==> src/rtl/pipe_ctrl_pkg.sv <==
`default_nettype none
// +--------------------------------------------------------------------+
// | pipe_ctrl_pkg : shared types and RV32I field positions for the     |
// |                 pipeline hazard controller.                        |
// | Rev 1.0                                                            |
// +--------------------------------------------------------------------+
package pipe_ctrl_pkg;

  typedef enum logic [0:0] {
    IDLE = 1'b0,
    WAIT = 1'b1
  } state_t;

  localparam int c_rd_lsb  = 7;
  localparam int c_rd_msb  = 11;
  localparam int c_rs1_lsb = 15;
  localparam int c_rs1_msb = 19;
  localparam int c_rs2_lsb = 20;
  localparam int c_rs2_msb = 24;

  localparam int          c_reg_w   = 5;
  localparam int          c_wcnt_w  = 8;
  localparam logic [4:0]  c_x0      = 5'd0;

endpackage : pipe_ctrl_pkg
`default_nettype wire

==> src/rtl/hazard_ctrl_if.sv <==
`default_nettype none
// +--------------------------------------------------------------------+
// | hazard_ctrl_if : pipeline-side control/handshake bundle of the     |
// |                  hazard controller.                                |
// | Rev 1.0                                                            |
// +--------------------------------------------------------------------+
interface hazard_ctrl_if #(
  parameter int CNT_W = 16
);
  logic [31:0]      r1_inst;
  logic [31:0]      r2_inst;
  logic             r2_reg_wr;
  logic             r2_rd_en;
  logic             r2_wr_en;
  logic             br_taken;
  logic             dm_ready;
  logic             dm_req;
  logic             hold_pc;
  logic             hold_r1;
  logic             hold_r2;
  logic             flush_r1;
  logic             fwd_a;
  logic             fwd_b;
  logic             mem_err;
  logic [CNT_W-1:0] stall_cycles;

  // Core datapath side: supplies stage contents, consumes controls.
  modport master (
    output r1_inst, r2_inst, r2_reg_wr, r2_rd_en, r2_wr_en, br_taken, dm_ready,
    input  dm_req, hold_pc, hold_r1, hold_r2, flush_r1, fwd_a, fwd_b,
           mem_err, stall_cycles
  );

  modport slave (
    input  r1_inst, r2_inst, r2_reg_wr, r2_rd_en, r2_wr_en, br_taken, dm_ready,
    output dm_req, hold_pc, hold_r1, hold_r2, flush_r1, fwd_a, fwd_b,
           mem_err, stall_cycles
  );

endinterface : hazard_ctrl_if
`default_nettype wire

==> src/rtl/fwd_unit.sv <==
`default_nettype none
// +--------------------------------------------------------------------+
// | fwd_unit : stage-2 -> EX operand forwarding select generation.     |
// | Rev 1.0                                                            |
// +--------------------------------------------------------------------+
module fwd_unit
  import pipe_ctrl_pkg::*;
(
  input  wire logic [31:0] i_r1_inst,
  input  wire logic [31:0] i_r2_inst,
  input  wire logic        i_r2_reg_wr,
  output logic             o_fwd_a,
  output logic             o_fwd_b
);

  logic [c_reg_w-1:0] w_rd2;
  logic [c_reg_w-1:0] w_rs1;
  logic [c_reg_w-1:0] w_rs2;
  logic               w_wb_live;
  logic               w_unused;

  assign w_rd2 = i_r2_inst[c_rd_msb:c_rd_lsb];
  assign w_rs1 = i_r1_inst[c_rs1_msb:c_rs1_lsb];
  assign w_rs2 = i_r1_inst[c_rs2_msb:c_rs2_lsb];

  // x0 is hard-wired zero, so a write to it never produces forwardable data.
  assign w_wb_live = i_r2_reg_wr & (w_rd2 != c_x0);

  assign o_fwd_a = w_wb_live & (w_rd2 == w_rs1);
  assign o_fwd_b = w_wb_live & (w_rd2 == w_rs2);

  assign w_unused = ^{i_r1_inst[31:25], i_r1_inst[14:0],
                      i_r2_inst[31:12], i_r2_inst[6:0]};

endmodule : fwd_unit
`default_nettype wire

==> src/rtl/hazard_ctrl.sv <==
`default_nettype none
// +--------------------------------------------------------------------+
// | hazard_ctrl : memory wait-state stall, branch flush and forwarding |
// |               control for the three-stage pipeline.                |
// | Rev 1.0                                                            |
// +--------------------------------------------------------------------+
module hazard_ctrl
  import pipe_ctrl_pkg::*;
#(
  parameter int TIMEOUT = 255,
  parameter int CNT_W   = 16
) (
  input  wire logic   clk,
  input  wire logic   reset_n,
  hazard_ctrl_if.slave bus
);

  localparam logic [c_wcnt_w-1:0] c_timeout = c_wcnt_w'(TIMEOUT);

  state_t              r_state;
  state_t              w_state_nxt;
  logic [c_wcnt_w-1:0] r_wait_cnt;
  logic [c_wcnt_w-1:0] w_wait_cnt_nxt;
  logic                r_mem_err;
  logic [CNT_W-1:0]    r_stall_cnt;

  logic w_mem_op;
  logic w_at_limit;
  logic w_hold;
  logic w_timeout;

  assign w_mem_op   = bus.r2_rd_en | bus.r2_wr_en;
  assign w_at_limit = (r_wait_cnt == c_timeout);
  assign w_hold     = w_mem_op & ~bus.dm_ready & ~w_at_limit;
  // The op retires unserviced in the cycle its wait count reaches the limit.
  assign w_timeout  = (r_state == WAIT) & w_mem_op & ~bus.dm_ready & w_at_limit;

  always_ff @(posedge clk or negedge reset_n) begin
    if (!reset_n) begin
      r_state    <= IDLE;
      r_wait_cnt <= '0;
    end else begin
      r_state    <= w_state_nxt;
      r_wait_cnt <= w_wait_cnt_nxt;
    end
  end

  always_comb begin
    w_state_nxt    = r_state;
    w_wait_cnt_nxt = r_wait_cnt;
    case (r_state)
      IDLE: begin
        if (w_hold) begin
          w_state_nxt    = WAIT;
          w_wait_cnt_nxt = r_wait_cnt + 1'b1;
        end else begin
          w_wait_cnt_nxt = '0;
        end
      end
      WAIT: begin
        if (w_hold) begin
          w_wait_cnt_nxt = r_wait_cnt + 1'b1;
        end else begin
          w_state_nxt    = IDLE;
          w_wait_cnt_nxt = '0;
        end
      end
      default: begin
        w_state_nxt    = IDLE;
        w_wait_cnt_nxt = '0;
      end
    endcase
  end

  always_ff @(posedge clk or negedge reset_n) begin
    if (!reset_n) begin
      r_mem_err <= 1'b0;
    end else if (w_timeout) begin
      r_mem_err <= 1'b1;
    end
  end

  always_ff @(posedge clk or negedge reset_n) begin
    if (!reset_n) begin
      r_stall_cnt <= '0;
    end else if (w_hold && (r_stall_cnt != {CNT_W{1'b1}})) begin
      r_stall_cnt <= r_stall_cnt + 1'b1;
    end
  end

  fwd_unit u_fwd_unit (
    .i_r1_inst   (bus.r1_inst),
    .i_r2_inst   (bus.r2_inst),
    .i_r2_reg_wr (bus.r2_reg_wr),
    .o_fwd_a     (bus.fwd_a),
    .o_fwd_b     (bus.fwd_b)
  );

  assign bus.dm_req       = w_mem_op;
  assign bus.hold_pc      = w_hold;
  assign bus.hold_r1      = w_hold;
  assign bus.hold_r2      = w_hold;
  // A frozen EX keeps presenting the taken branch, so the flush just waits.
  assign bus.flush_r1     = bus.br_taken & ~w_hold;
  assign bus.mem_err      = r_mem_err;
  assign bus.stall_cycles = r_stall_cnt;

endmodule : hazard_ctrl
`default_nettype wire

==> src/flat_wrapper.sv <==
// flat-port wrapper written by rule: the top's interface ports become plain ports
module hazard_ctrl_flat import pipe_ctrl_pkg::*;
#(
  parameter int TIMEOUT = 255,
  parameter int CNT_W   = 16
)
  (clk, reset_n, bus_r1_inst, bus_r2_inst, bus_r2_reg_wr, bus_r2_rd_en, bus_r2_wr_en, bus_br_taken, bus_dm_ready, bus_dm_req, bus_hold_pc, bus_hold_r1, bus_hold_r2, bus_flush_r1, bus_fwd_a, bus_fwd_b, bus_mem_err, bus_stall_cycles);
  hazard_ctrl_if #(.CNT_W(CNT_W)) bus_i ();
  input  wire logic clk;
  input  wire logic reset_n;
  input wire logic [$bits(bus_i.r1_inst)-1:0] bus_r1_inst;
  input wire logic [$bits(bus_i.r2_inst)-1:0] bus_r2_inst;
  input wire logic [$bits(bus_i.r2_reg_wr)-1:0] bus_r2_reg_wr;
  input wire logic [$bits(bus_i.r2_rd_en)-1:0] bus_r2_rd_en;
  input wire logic [$bits(bus_i.r2_wr_en)-1:0] bus_r2_wr_en;
  input wire logic [$bits(bus_i.br_taken)-1:0] bus_br_taken;
  input wire logic [$bits(bus_i.dm_ready)-1:0] bus_dm_ready;
  output wire logic [$bits(bus_i.dm_req)-1:0] bus_dm_req;
  output wire logic [$bits(bus_i.hold_pc)-1:0] bus_hold_pc;
  output wire logic [$bits(bus_i.hold_r1)-1:0] bus_hold_r1;
  output wire logic [$bits(bus_i.hold_r2)-1:0] bus_hold_r2;
  output wire logic [$bits(bus_i.flush_r1)-1:0] bus_flush_r1;
  output wire logic [$bits(bus_i.fwd_a)-1:0] bus_fwd_a;
  output wire logic [$bits(bus_i.fwd_b)-1:0] bus_fwd_b;
  output wire logic [$bits(bus_i.mem_err)-1:0] bus_mem_err;
  output wire logic [$bits(bus_i.stall_cycles)-1:0] bus_stall_cycles;
  assign bus_i.r1_inst = bus_r1_inst;
  assign bus_i.r2_inst = bus_r2_inst;
  assign bus_i.r2_reg_wr = bus_r2_reg_wr;
  assign bus_i.r2_rd_en = bus_r2_rd_en;
  assign bus_i.r2_wr_en = bus_r2_wr_en;
  assign bus_i.br_taken = bus_br_taken;
  assign bus_i.dm_ready = bus_dm_ready;
  assign bus_dm_req = bus_i.dm_req;
  assign bus_hold_pc = bus_i.hold_pc;
  assign bus_hold_r1 = bus_i.hold_r1;
  assign bus_hold_r2 = bus_i.hold_r2;
  assign bus_flush_r1 = bus_i.flush_r1;
  assign bus_fwd_a = bus_i.fwd_a;
  assign bus_fwd_b = bus_i.fwd_b;
  assign bus_mem_err = bus_i.mem_err;
  assign bus_stall_cycles = bus_i.stall_cycles;
  hazard_ctrl #(.TIMEOUT(TIMEOUT), .CNT_W(CNT_W)) u_core (.clk(clk), .reset_n(reset_n), .bus(bus_i));
endmodule
==> config.mk <==
export PLATFORM = sky130hd
export DESIGN_NAME = hazard_ctrl_flat
export DESIGN_NICKNAME = d
export VERILOG_FILES = /design/src/rtl/pipe_ctrl_pkg.sv /design/src/rtl/hazard_ctrl_if.sv /design/src/rtl/fwd_unit.sv /design/src/rtl/hazard_ctrl.sv /design/src/flat_wrapper.sv
export SDC_FILE = /design/constraint.sdc
export NUM_CORES = 1
export LEC_CHECK = 0
export ABC_AREA = 1
export CAP_MARGIN = 10
export CORE_MARGIN = 8
export CORE_UTILIZATION = 39
export DETAILED_ROUTE_END_ITERATION = 8
export PLACE_DENSITY = 0.9
export SLEW_MARGIN = 10
export SYNTH_ARGS = -nofsm -noshare
export SYNTH_HDL_FRONTEND = slang
export SYNTH_SLANG_ARGS = --single-unit
==> constraint.sdc <==
create_clock -name clk -period 2.2 [get_ports clk]
set_input_delay 0.44 -clock clk [delete_from_list [all_inputs] [get_ports clk]]
set_output_delay 0.44 -clock clk [all_outputs]
set_load 0.005 [all_outputs]
==> summary.md <==
| Metric | Value |
|---|---|
| DR iter-0 viols | 66 |
| Cts hold-fix bufs | 0 |
| Async SR Flop Fraction | 100% |
| Final min period | 2.04 ns |
| Critical path class | input pin to primary output |
| Die Ht | a little over 80 µm |
| WL final | 3920 µm |
| Register-to-register setup slack | ~0.56 ns |
| Cell Area, Synth | 1630 µm² |
| Cell type with the largest total area after synthesis | dfrtp_1 |
| Post-Layout Cell Count | approximately 320 |
| Share of cells above drive strength 1 | 9.96% |
| CP Capture Type | primary output |
| Cell variety after synth | 25 |
| Final setup fails | 0 |
| Avg Synthesized Cell Area | 7.38 µm² |
| Ant diodes | 0 |
| Global-route wire length before repair | about 6800 µm |
| Status | finished clean |
| Critical path, cell by cell | clkdlybuf4s50_1 -> inv_1 -> a21oi_2 -> nand2_4 -> inv_2 -> nor2_1 -> dlygate4sd2_1 |
| CTS tree | yes |
| Worst path required time | 1.76 ns |
| TritonCTS buffer count | 3 |
| Fin. max-slew vios | 0 |
| RSZ-0062 raised after global routing | false |
| DP Worst Slack | -0.238 ns |
| Crit-path slowest cell | clkdlybuf4s50_1 |
| Clock sinks | 26 |
| Clock root cell | clkbuf_8 |
| # DRC | 0 |
| Worst-path fanout max | 5 |
| Top cell type's share of synthesized area | about 40% |
| Delay-heaviest family, CP | buffers and inverters |
| Clk pin slew, worst setup/hold paths | 0.09 ns |
| P per Cell Area | ~560 nW/µm² |
| Fmax | 490 MHz |
| Worst Tran Pin Value | 0.366 ns |
| Commonest cells after routing, fill and taps aside | 82 x nand2_1, 35 x clkdlybuf4s50_1, 26 x nor2_1, 26 x dfrtp_1, 16 x inv_1 |
| Worst Clk Skew | 0.00197 ns |
| Number of synthesized flops with an enable pin | 0 |
| Tot GR Track Use | 12.9% |
| Die Footprint | 6510 µm² |
| Final worst slack | approximately 0.16 ns |
| Hpwl dp | 3030 µm |
| HP Class | flip-flop to flip-flop |
| Placeable Area | 4030 µm² |
| Overall power | 1.23 mW |
| Leakage power | 1.02 nW |
| Filler instances | ~370 |
| Syn. warnings | 0 |
| Final Wtd Congestion | 0.773 |
| Syn nets | 294 |
| Die width | between 80 and 90 µm |
| Total number of vias | 1535 |
| Max_cap viols | 0 |
| Initial antenna violation count | 0 |
| Final hold violations | 0 |
| CTS H-tree lvls | 1 |
| Cells after Synth | 221 |
| Layout area overhead | 35.0% |
| Longest Clk Path Bufs | 2 |
| Core Rows | 23 |
| Drt wl/cell | 12.2 µm |
| DRT Pass-1 Iters | 6 |
| Initial Util | 40.5% |
| Tcrit/Tclk final | between 90% and 100% |
| Port Buf Inserts | 45 |
| Synth area leaders | dfrtp_1 40%, nand2_1 19%, xnor2_1 6.4% |
| Io pins | 95 |
| DRT antenna net count | 0 |
| Nets | between 300 and 400 |
| Via density | 4.78 |
| Most common cell after layout, fill and taps aside | nand2_1 |
| Number of global-route vias before repair | between 1500 and 2000 |
| Slowest stage delay, CP | 0.45 ns |
| Crit path buf inv count | 4 |
| Clk_lat worst skew | 0.27 ns |
| Flops & latches, synth | 26 |
| Hold_ws | 0.479 ns |
| Total grt overflow | 0 |
| Cell Count Post-Placement | approximately 320 |
| Top_reg_cell synth | dfrtp_1 |
| Largest net degree at the start of global routing | 27 |
| WP data arrival | 1.60 ns |
| Total negative setup slack | 0 ns |
| Worst Setup Start Kind | input pin |
| Max-slew headroom | 75.4% |
| Post-synthesis sequential area ratio | 39.9% |
| Peak VDD IR | 504 µV |
-- metal layers --
metal	global-route usage, %	part of all wire, %
met3	3.79	4.6
met2	23.3	53
met4	4.11	1.5
met5	0	0
met1	13.9	41
-- registers in the layout, summed over array words and instances (netlist names) --
name and count:
u_core.bus.mem_err 1, u_core.bus.stall_cycles 16, u_core.r_state 1, u_core.r_wait_cnt 8
-- Yosys cell counts, types with 2 or more instances --
| master | n |
|---|---|
| xor2_1 | 6 |
| ha_1 | 2 |
| nand3_1 | 7 |
| xnor2_1 | 12 |
| nor2_4 | 3 |
| o21ai_0 | 4 |
| nand4_1 | 4 |
| nor2_2 | 3 |
| dfrtp_1 | 26 |
| nor2_1 | 26 |
| inv_2 | 2 |
| inv_1 | 17 |
| nand2_2 | 5 |
| a21oi_1 | 4 |
| nand2_1 | 82 |
| buf_4 | 2 |
| nor3_1 | 6 |
| nand2_4 | 2 |
| buf_6 | 2 |
-- repair_timing --
action                                 in CTS  in global routing
setup endpoints to repair                   6                  0
gates resized for setup                    11                  0
buffers inserted                            1                  0
endpoints found under the hold margin       0                  0
-- cell families (layout without fill, tap and decap cells) --
| family | Yosys count | count (layout) | share of synthesized area, % |
|---|---|---|---|
| adder cells (fa/ha/maj) | 2 | 2 | 1.53 |
| flip-flops | 26 | 26 | 39.9 |
| XOR/XNOR | 18 | 18 | 9.66 |
| AO/OA/AOI/OAI | 10 | 10 | 3.45 |
| buffers and inverters | 23 | 73 | 6.67 |
| AND/OR/NAND/NOR | 142 | 142 | 38.8 |
-- cell type report --
cell class	count	area (µm²)	area share [%]
clock inverters	1	30.0	1.36
clock buffers	3	41.3	1.87
repair buffers	50	475	21.6
flip-flops and latches	26	651	29.5
multi-input cells	172	872	39.6
well taps	50	62.6	2.84
inverters	19	71.3	3.24
-- metrics by stage --
stage / utilization [%] / instance area, µm²
2_1_floorplan: - / 1630
3_3_place_gp: 53.0 / 2140
3_5_place_dp: 53.0 / 2140
4_1_cts: 54.7 / 2200
5_1_grt: 54.7 / 2200
6_report: 54.7 / 2200
-- power breakdown --
group / internal (mW) / switching (mW)
clock network: 0.243 / 0.148
logic: 0.156 / 0.124
registers: 0.514 / 0.0491
-- path summary, 6_finish.rpt --
check / to / start / cells past startpoint
worst min-delay path: u_core.bus.mem_err$_DFFE_PN0P_ / u_core.bus.mem_err$_DFFE_PN0P_ / 1
max in group asynchronous: u_core.bus.stall_cycles[13]$_DFFE_PN0P_ / reset_n / 2
worst min register to register: u_core.bus.mem_err$_DFFE_PN0P_ / u_core.bus.mem_err$_DFFE_PN0P_ / 1
worst max register to register: u_core.bus.stall_cycles[0]$_DFFE_PN0P_ / u_core.r_wait_cnt[0]$_DFF_PN0_ / 9
min in group asynchronous: u_core.bus.mem_err$_DFFE_PN0P_ / reset_n / 2
worst max-delay path: bus_flush_r1 / bus_r2_wr_en / 7
-- worst register-to-register path, stage by stage, from the launching register on --
cell     delay (ns)
dfrtp_1        0.40
ha_1           0.22
nand2_1        0.10
inv_2          0.06
nand3_2        0.11
nand2_4        0.06
buf_4          0.17
nor2_4         0.31
nand2_1        0.09
nand2_1        0.08
Note: power is estimated with default switching activity, not from simulation.
